--- src/rtl/fetch_unit.sv ---
// -----------------------------------------------------------------------------
// fetch_unit
//
// Instruction fetch stage feeding the main decoder. Holds the program counter,
// fetches one word per instruction over a req/ack handshake, presents the
// registered instruction (with its OpCode/Funct fields) and, when the
// instruction retires, computes the next PC from Jump/Branch/Zero.
//
// Ports:
//   clk, rst            clock, synchronous active-high reset
//   imem_req/imem_addr  fetch request and address (address == pc)
//   imem_rdata/imem_ack returned word and its qualifier
//   instr, OpCode, Funct registered instruction and its decoded fields
//   instr_valid         instr is current and being executed
//   pc, pc_plus4        current instruction address and its successor
//   stall               downstream cannot retire the current instruction
//   Branch, Jump, Zero  control-flow inputs, sampled in the retire cycle
//   retire_cnt          wrapping count of retired instructions
// -----------------------------------------------------------------------------
module fetch_unit #(
  parameter logic [31:0] RESET_PC = 32'h0000_3000
) (
  input  logic        clk,
  input  logic        rst,
  output logic        imem_req,
  output logic [31:0] imem_addr,
  input  logic [31:0] imem_rdata,
  input  logic        imem_ack,
  output logic [31:0] instr,
  output logic [5:0]  OpCode,
  output logic [5:0]  Funct,
  output logic        instr_valid,
  output logic [31:0] pc,
  output logic [31:0] pc_plus4,
  input  logic        stall,
  input  logic        Branch,
  input  logic        Jump,
  input  logic        Zero,
  output logic [31:0] retire_cnt
);

  typedef enum logic {
    FETCH = 1'b0,
    EXEC  = 1'b1
  } state_t;

  state_t      state, state_next;
  logic        load_instr;
  logic        retire;
  logic [31:0] jump_target;
  logic [31:0] branch_offset;
  logic [31:0] npc;

  // Next-PC candidates. Jump keeps the 256 MB region of pc+4; the branch
  // offset is a word offset, so {imm16, 2'b00} is sign-extended from bit 17.
  assign pc_plus4      = pc + 32'd4;
  assign jump_target   = {pc_plus4[31:28], instr[25:0], 2'b00};
  assign branch_offset = {{14{instr[15]}}, instr[15:0], 2'b00};

  // Jump wins over Branch: the decoder raises both for J.
  assign npc = Jump            ? jump_target :
               (Branch && Zero) ? (pc_plus4 + branch_offset) :
                                 pc_plus4;

  assign OpCode    = instr[31:26];
  assign Funct     = instr[5:0];
  assign imem_addr = pc;

  // NOTE: every signal driven here gets a default first so that no path
  // through the case leaves one unassigned, which would infer a latch.
  always_comb begin
    state_next  = state;
    load_instr  = 1'b0;
    retire      = 1'b0;
    imem_req    = 1'b0;
    instr_valid = 1'b0;
    case (state)
      FETCH: begin
        // Request is dropped while reset is held so the memory never sees a
        // fetch that is about to be discarded. imem_ack only steers state.
        imem_req = !rst;
        if (imem_ack) begin
          load_instr = 1'b1;
          state_next = EXEC;
        end
      end
      EXEC: begin
        instr_valid = 1'b1;
        if (!stall) begin
          retire     = 1'b1;
          state_next = FETCH;
        end
      end
      default: state_next = FETCH;
    endcase
  end

  // NOTE: sequential state uses non-blocking assignments so every register
  // samples the pre-edge values, independent of statement order.
  always_ff @(posedge clk) begin
    if (rst) begin
      state      <= FETCH;
      pc         <= RESET_PC;
      instr      <= '0;
      retire_cnt <= '0;
    end else begin
      state <= state_next;
      if (load_instr) instr <= imem_rdata;
      if (retire) begin
        pc         <= npc;
        retire_cnt <= retire_cnt + 32'd1;
      end
    end
  end

endmodule

--- config.mk ---
export PLATFORM = sky130hd
export DESIGN_NAME = fetch_unit
export DESIGN_NICKNAME = d
export VERILOG_FILES = /design/src/rtl/fetch_unit.sv
export SDC_FILE = /design/constraint.sdc
export NUM_CORES = 1
export LEC_CHECK = 0
export BUFFER_PORTS_ARGS = -buffer_cell sky130_fd_sc_hd__buf_4
export CAP_MARGIN = 15
export CORE_ASPECT_RATIO = 0.5
export CORE_MARGIN = 2
export CORE_UTILIZATION = 35
export DETAILED_ROUTE_END_ITERATION = 7
export GPL_TIMING_DRIVEN = 1
export PLACE_DENSITY_LB_ADDON = 0.3
export SYNTH_ARGS = -nofsm -noshare
export SYNTH_HDL_FRONTEND = slang
export SYNTH_SLANG_ARGS = --single-unit
export TNS_END_PERCENT = 5
--- constraint.sdc ---
create_clock -name clk -period 4.2 [get_ports clk]
set_input_delay 1.05 -clock clk [delete_from_list [all_inputs] [get_ports clk]]
set_output_delay 1.05 -clock clk [all_outputs]
set_load 0.01 [all_outputs]
==> metrics.txt, run 1 <==
Starting Density 36.3%; CTS tree done; Die W 195 um; pwr dens 265 mW/mm^2; fraction of registers with async set/reset 0%; die area 0.0195 mm^2; Arrival @ worst endpoint 4120 ps; Fin. Hold Viols 0; I/O pin total 213; RR Startpoint imem_addr[7]$_SDFFE_PP0P_; reg2reg end imem_addr[31]$_SDFFE_PP0P_; Finished Cell Area 0.00822 mm^2; routed vias 6442; ANT nets after route 0; Final GP Congestion 0.882; CP Capture Type flip-flop; P_leak 3.70 nW; skew final 8.29 ps; Final Slew Violations 0; Tightest Hold Check Type flip-flop to flip-flop; vias in the first global route 6181; Sink Count 95; most frequent cells in the layout 226 x buf_4, 137 x nand2_1, 90 x dfxtp_1; post-CTS setup buffer count 0; Slowest cell on crit path dfxtp_2; FF+latch area 0.00191 mm^2; commonest non-fill, non-tap cell in the layout buf_4; Syn-to-layout area delta 28.2%; VDD IR max 0.000211 V; maximum capacitance violations 0; Core ar. 0.0177 mm^2; layout net count 1056; Routed Wire Length 20.5 mm; share of layout cells above drive strength 1 27.4%; status finished clean; Post-DP Area 0.00788 mm^2; Final min period 3900 ps; R2R Setup Slk 300 ps; I/O Buffers 206; DR pass1 iterations 5; WHS Endpoint instr[30]$_SDFFE_PP0P_; DP Wirelength 14.8 mm; syn_area_per_cell 7.79 um^2; top-area cell type share of the netlist area 29.7%; hold_buf cts 0; Post-synth EDFFs 0; Clock Latency Late Sink 350 ps; Post-Syn Area 0.00641 mm^2; WS Path Type flip-flop to flip-flop; Max Buffers Root-to-Sink 2; Rows 34; Synth area leaders dfxtp_1 30%, nand2_1 8.0%, ha_1 7.2%; largest area contributor in the netlist dfxtp_1; Placed Cells 1202; routed len/inst 16.8 um; 1st-iter DRT viols 342; RSZ-0062 raised after global routing false; Final setup viols 0; Seq cells post-synth 95; # resized after CTS 0; reg2reg path depth 16; worst-margin pin slew 1050 ps; diode count 0; Clock transition at path regs 70 ps; fmax 0.256 GHz; WHS Path Cells 2; initial antenna violation count 0; crit path max fanout 8; Fill cells 1758; first-pass GRT wire length 32.3 mm; Post-Layout Cell Count 1218; CTS root buf clkbuf_16; Synth Flop Type dfxtp_1; Gate Count Post-Synth 823; Hold Startpoint instr[30]$_SDFFE_PP0P_; sequential area share after synthesis 29.7%; chip height 99.7 um; library cells used by synthesis 64; remaining global-route overflow 0; DRC errors left 0; vias per cell 5.29; final period utilization 92.9%; element type at the critical path start flip-flop; Max transition margin 29.7%; CP cell instances and4_4, nand4_4, nor2_1, nand3_1, xnor2_1, ha_1, and3_1, o2111ai_1, o2bb2ai_1, o211ai_1, a21oi_2, o31a_1, o211ai_1, mux2i_1, xnor2_1, nor2_1; pin count of the biggest net entering global routing 53; cts bufs inserted 9; TNS Setup 0 ps; CP required 4420 ps; H-Tree Depth 3; total track usage 20.7%; Hold Worst Slack 477 ps; CP peak stage delay 410 ps; area of the multi-input gates 0.00401 mm^2; Ys Warns 0
==> sequential cells by signal, summed over array words and instances, names as in the netlist <==
| register | count |
|---|---|
| retire_cnt | 32 |
| instr | 32 |
| state | 1 |
| imem_addr | 30 |
==> synthesized netlist by cell type, drive strengths merged, types with 4 or more instances <==
cell type	number
o21a	6
o211ai	24
nor2	78
o21ai	29
nand2b	5
a21oi	77
a211oi	14
and2	6
buf	50
xnor2	42
a21o	19
nand3	24
ha	37
xor2	38
and4	14
dfxtp	95
nand2	138
inv	8
nand4	13
nor3	7
clkbuf	36
and3	10
or3	8
nor2b	4
==> how the worst max path moves through the flow <==
stage | startpoint | endpoint | slack, ps
after floorplan | imem_addr[7]$_SDFFE_PP0P_ | imem_addr[30]$_SDFFE_PP0P_ | 250
after global placement | imem_addr[7]$_SDFFE_PP0P_ | imem_addr[31]$_SDFFE_PP0P_ | 220
after detailed placement | imem_addr[7]$_SDFFE_PP0P_ | imem_addr[30]$_SDFFE_PP0P_ | 140
after CTS | imem_addr[7]$_SDFFE_PP0P_ | imem_addr[30]$_SDFFE_PP0P_ | 120
after global routing | imem_addr[7]$_SDFFE_PP0P_ | imem_addr[31]$_SDFFE_PP0P_ | 3
final | imem_addr[7]$_SDFFE_PP0P_ | imem_addr[31]$_SDFFE_PP0P_ | 300
==> area by class of cell <==
cell class,instances,area share (%)
tap,234,3.56
multi-input combinational,639,48.8
clock inverter,7,0.670
timing repair buffer,226,20.6
clock buffer,9,2.74
sequential,95,23.2
inverter,8,0.365
==> where the power goes <==
part / internal [mW] / switching (mW)
combinational: 0.177 / 0.220
clock: 0.410 / 0.402
sequential: 0.929 / 0.0434
total: 1.52 / 0.666
==> critical path, delay by kind of cell, from the launching register on <==
family | cells | cell delay, ps
xor+xnor | 2 | 450
fa+ha+maj | 1 | 380
flops | 1 | 410
compound gates | 6 | 1300
mux | 1 | 250
simple gates | 6 | 990
==> metrics by stage <==
| stage | utilization [%] | setup slack, ps | power (mW) |
|---|---|---|---|
| floorplan | - | 252 | 1.23 |
| global placement | 44.6 | 222 | 1.38 |
| detailed placement | 44.6 | 144 | 1.39 |
| CTS | 46.2 | 117 | 2.21 |
| global route | 46.6 | 3.13 | 2.29 |
| finish | 46.6 | 296 | 2.18 |
==> cells by family (layout without fill, tap and decap cells) <==
kind of cell / Yosys count / in the layout / synth area share [%]
simple gates: 315 / 315 / 23.1
buf+inv: 94 / 250 / 8.90
xor+xnor: 80 / 80 / 10.9
fa+ha+maj: 38 / 38 / 7.53
compound gates: 198 / 198 / 19.5
mux: 2 / 2 / 0.312
flops: 95 / 95 / 29.7
other cells: 1 / 6 / 0.0585
==> metal layers <==
layer / share of wire [%] / wire length [um] / global-route usage, % / up-vias
met5: 0 / 0 / 0 / -
met1: 46 / 9450 / 26.6 / 3081
met2: 47 / 9640 / 35.1 / 204
met3: 5.9 / 1220 / 5.22 / 21
met4: 1.0 / 214 / 4.52 / 0
li1: - / - / - / 3136
Note: power is estimated with default switching activity, not from simulation.
==> inputs of run 2 (changes only) <==
- CORE_UTILIZATION: 35 -> 34
==> run 2 against run 1 <==
  * Combinational power about the same
  * Register-to-register slack worse by 120 ps
  * Largest cell class unchanged
  * Cell count increased by 2.3%
  * Clock power up 13%
==> metrics.txt, run 2 (synthesized netlist as in run 1, its figures left out) <==
Clock transition at path regs 70 ps (about the same); CTS tree done; first-pass GRT wire length 32.0 mm (-0.69%); diode count 0 (unchanged); Max Buffers Root-to-Sink 2 (unchanged); Clock Latency Late Sink 350 ps (about the same); status finished clean; CP required 4420 ps (about the same); I/O Buffers 206 (unchanged); Final Worst Setup Slack 172 ps (-124 ps); Worst Setup EP imem_addr[31]$_SDFFE_PP0P_; Combinational Power Share 17.4% (-0.8 points); vias in the first global route 6077 (-1.7%); Core ar. 0.0184 mm^2 (+4.4%); final period utilization 95.9% (+3.0 points); DRC errors left 0 (unchanged); fmax 0.248 GHz (-3.1%); WS Path Type flip-flop to flip-flop; CP peak stage delay 420 ps (about the same); Sw Pwr 0.642 mW (-3.5%); layout net count 1060 (+0.38%); Final Slew Violations 0 (unchanged); commonest non-fill, non-tap cell in the layout buf_4; Slowest cell on crit path dfxtp_1; most frequent cells in the layout 230 x buf_4, 137 x nand2_1, 91 x dfxtp_1; Critical path buffers and inverters 0 (unchanged); Largest delay share family, worst path compound AO/OA/AOI/OAI gates; die area 0.0200 mm^2 (+2.9%); Final GP Congestion 0.865 (-2.0%); RR Startpoint imem_addr[6]$_SDFFE_PP0P_; Tightest Hold Check Type flip-flop to flip-flop; Reg power frac 42.4% (-2.2 points); remaining global-route overflow 0 (unchanged); Crit path depth 15 (-1); cts bufs inserted 9 (unchanged); Arrival @ worst endpoint 4250 ps (+130 ps); ANT nets after route 0 (unchanged); Hold Worst Slack 468 ps (-8.39 ps); Int Power 1.64 mW (+8.4%); Fin. Hold Viols 0 (unchanged); chip height 101 um (+1.4%); I/O pin total 213 (unchanged); routed vias 6379 (-0.98%); TNS Setup 0 ps (unchanged); Sink Count 95 (unchanged); worst-margin pin slew 843 ps (-210 ps); Max transition margin 43.8% (+14 points); vias per cell 5.12 (-3.2%); maximum capacitance violations 0 (unchanged); total power 2.29 mW (+4.8%); routed len/inst 16.3 um (-3.1%); Crit. Startpoint imem_addr[6]$_SDFFE_PP0P_; pin count of the biggest net entering global routing 55 (+3.8%); Fill cells 1839 (+4.6%); CP cell instances and3_2, nand3_1, or3_4, xnor2_1, ha_1, and3_1, o2111ai_1, o2bb2ai_1, o211ai_1, a21oi_1, o31a_1, o211ai_1, mux2i_1, xnor2_1, nor2_1; CTS root buf clkbuf_16; Clk network pwr share 40.1% (+2.9 points); initial antenna violation count 0 (unchanged); VDD IR max 0.000247 V (+17%); Die W 198 um (+1.4%); total track usage 20.2% (-0.44 points); Routed Wire Length 20.3 mm (-0.89%); DR pass1 iterations 4 (-1); reg2reg path depth 15 (-1); Final min period 4030 ps (+124 ps); R2R Setup Slk 170 ps (-120 ps); skew final 9.57 ps (+1.28 ps); H-Tree Depth 3 (unchanged); CP Capture Type flip-flop; reg2reg end imem_addr[31]$_SDFFE_PP0P_; hold_buf cts 0 (unchanged); P_leak 3.72 nW (+0.40%); 1st-iter DRT viols 326 (-4.7%); Starting Density 34.8% (-1.5 points); switch share 28.1% (-2.4 points); DP Wirelength 14.8 mm (-0.50%); crit path max fanout 6 (-2); share of layout cells above drive strength 1 26.8% (-0.59 points); pwr dens 276 mW/mm^2 (+4.0%); Rows 35 (+2.9%); Final setup viols 0 (unchanged); Syn-to-layout area delta 29.2%; element type at the critical path start flip-flop; worst slack, placed 153 ps (+9.29 ps)
[run 2: cell types whose count changed in the layout (fill, tap and decap cells not counted), moves of 2 or more]
| cell | before | now |
|---|---|---|
| buf_4 | 226 | 230 |
| bufinv_16 | 0 | 2 |
| inv_6 | 2 | 0 |
| xnor2_1 | 38 | 41 |
| xnor2_2 | 4 | 1 |
[run 2: how the worst min path moves through the flow]
stage	from	end	slack (ps)	cells after the start
after global routing	instr[22]$_SDFFE_PP0P_	instr[22]$_SDFFE_PP0P_	490	2
after CTS	instr[22]$_SDFFE_PP0P_	instr[22]$_SDFFE_PP0P_	480	2
after detailed placement	instr[22]$_SDFFE_PP0P_	instr[22]$_SDFFE_PP0P_	470	2
final	instr[22]$_SDFFE_PP0P_	instr[22]$_SDFFE_PP0P_	470	2
after floorplan	instr[22]$_SDFFE_PP0P_	instr[22]$_SDFFE_PP0P_	490	2
after global placement	instr[31]$_SDFFE_PP0P_	instr[31]$_SDFFE_PP0P_	460	2
[run 2: layer usage]
| layer | share of wire (%) | global-route usage, % | wire (um) |
|---|---|---|---|
| met1 | 47 | 26.2 | 9470 |
| met2 | 46 | 33.6 | 9360 |
| met3 | 5.8 | 5.12 | 1190 |
| met4 | 1.5 | 5.78 | 309 |
| met5 | 0 | 0 | 0 |
[run 2: metrics by stage]
stage	cell area [um^2]	std cells	utilization, %
floorplan	6430	828	-
global placement	7940	1230	43.0
detailed placement	7940	1230	43.0
CTS	8260	1245	44.8
global route	8280	1246	44.9
finish	8280	1246	44.9
[run 2: power by group through the flow]
stage                     sequential [mW]  clock (mW)  combinational, mW
after floorplan                     0.996           0              0.235
after global placement              0.989           0              0.393
after detailed placement            0.991           0              0.398
after CTS                           0.970       0.949              0.400
after global routing                0.975       0.984              0.439
final                               0.970       0.918              0.399
[run 2: layout make-up]
type                            instances  area [um^2]  share of cell area, %
Tap cell                              259          324                   3.91
Sequential cell                        95         1910                   23.0
Clock buffer                           10          239                   2.89
Clock inverter                          5         82.6                  0.997
Multi-Input combinational cell        639         3970                   48.0
Inverter                                8         30.0                  0.363
Timing Repair Buffer                  230         1730                   20.8
[run 2: repair_timing]
item                       CTS  global route
gates resized for setup      0             7
setup endpoints to repair    0             6
buffers inserted             0             1
[run 2: tightest hold or removal path, delay by kind of cell, from the launching register on]
family	cells	cell delay [ps]
simple gates	1	50
compound gates	1	50
flops	1	320
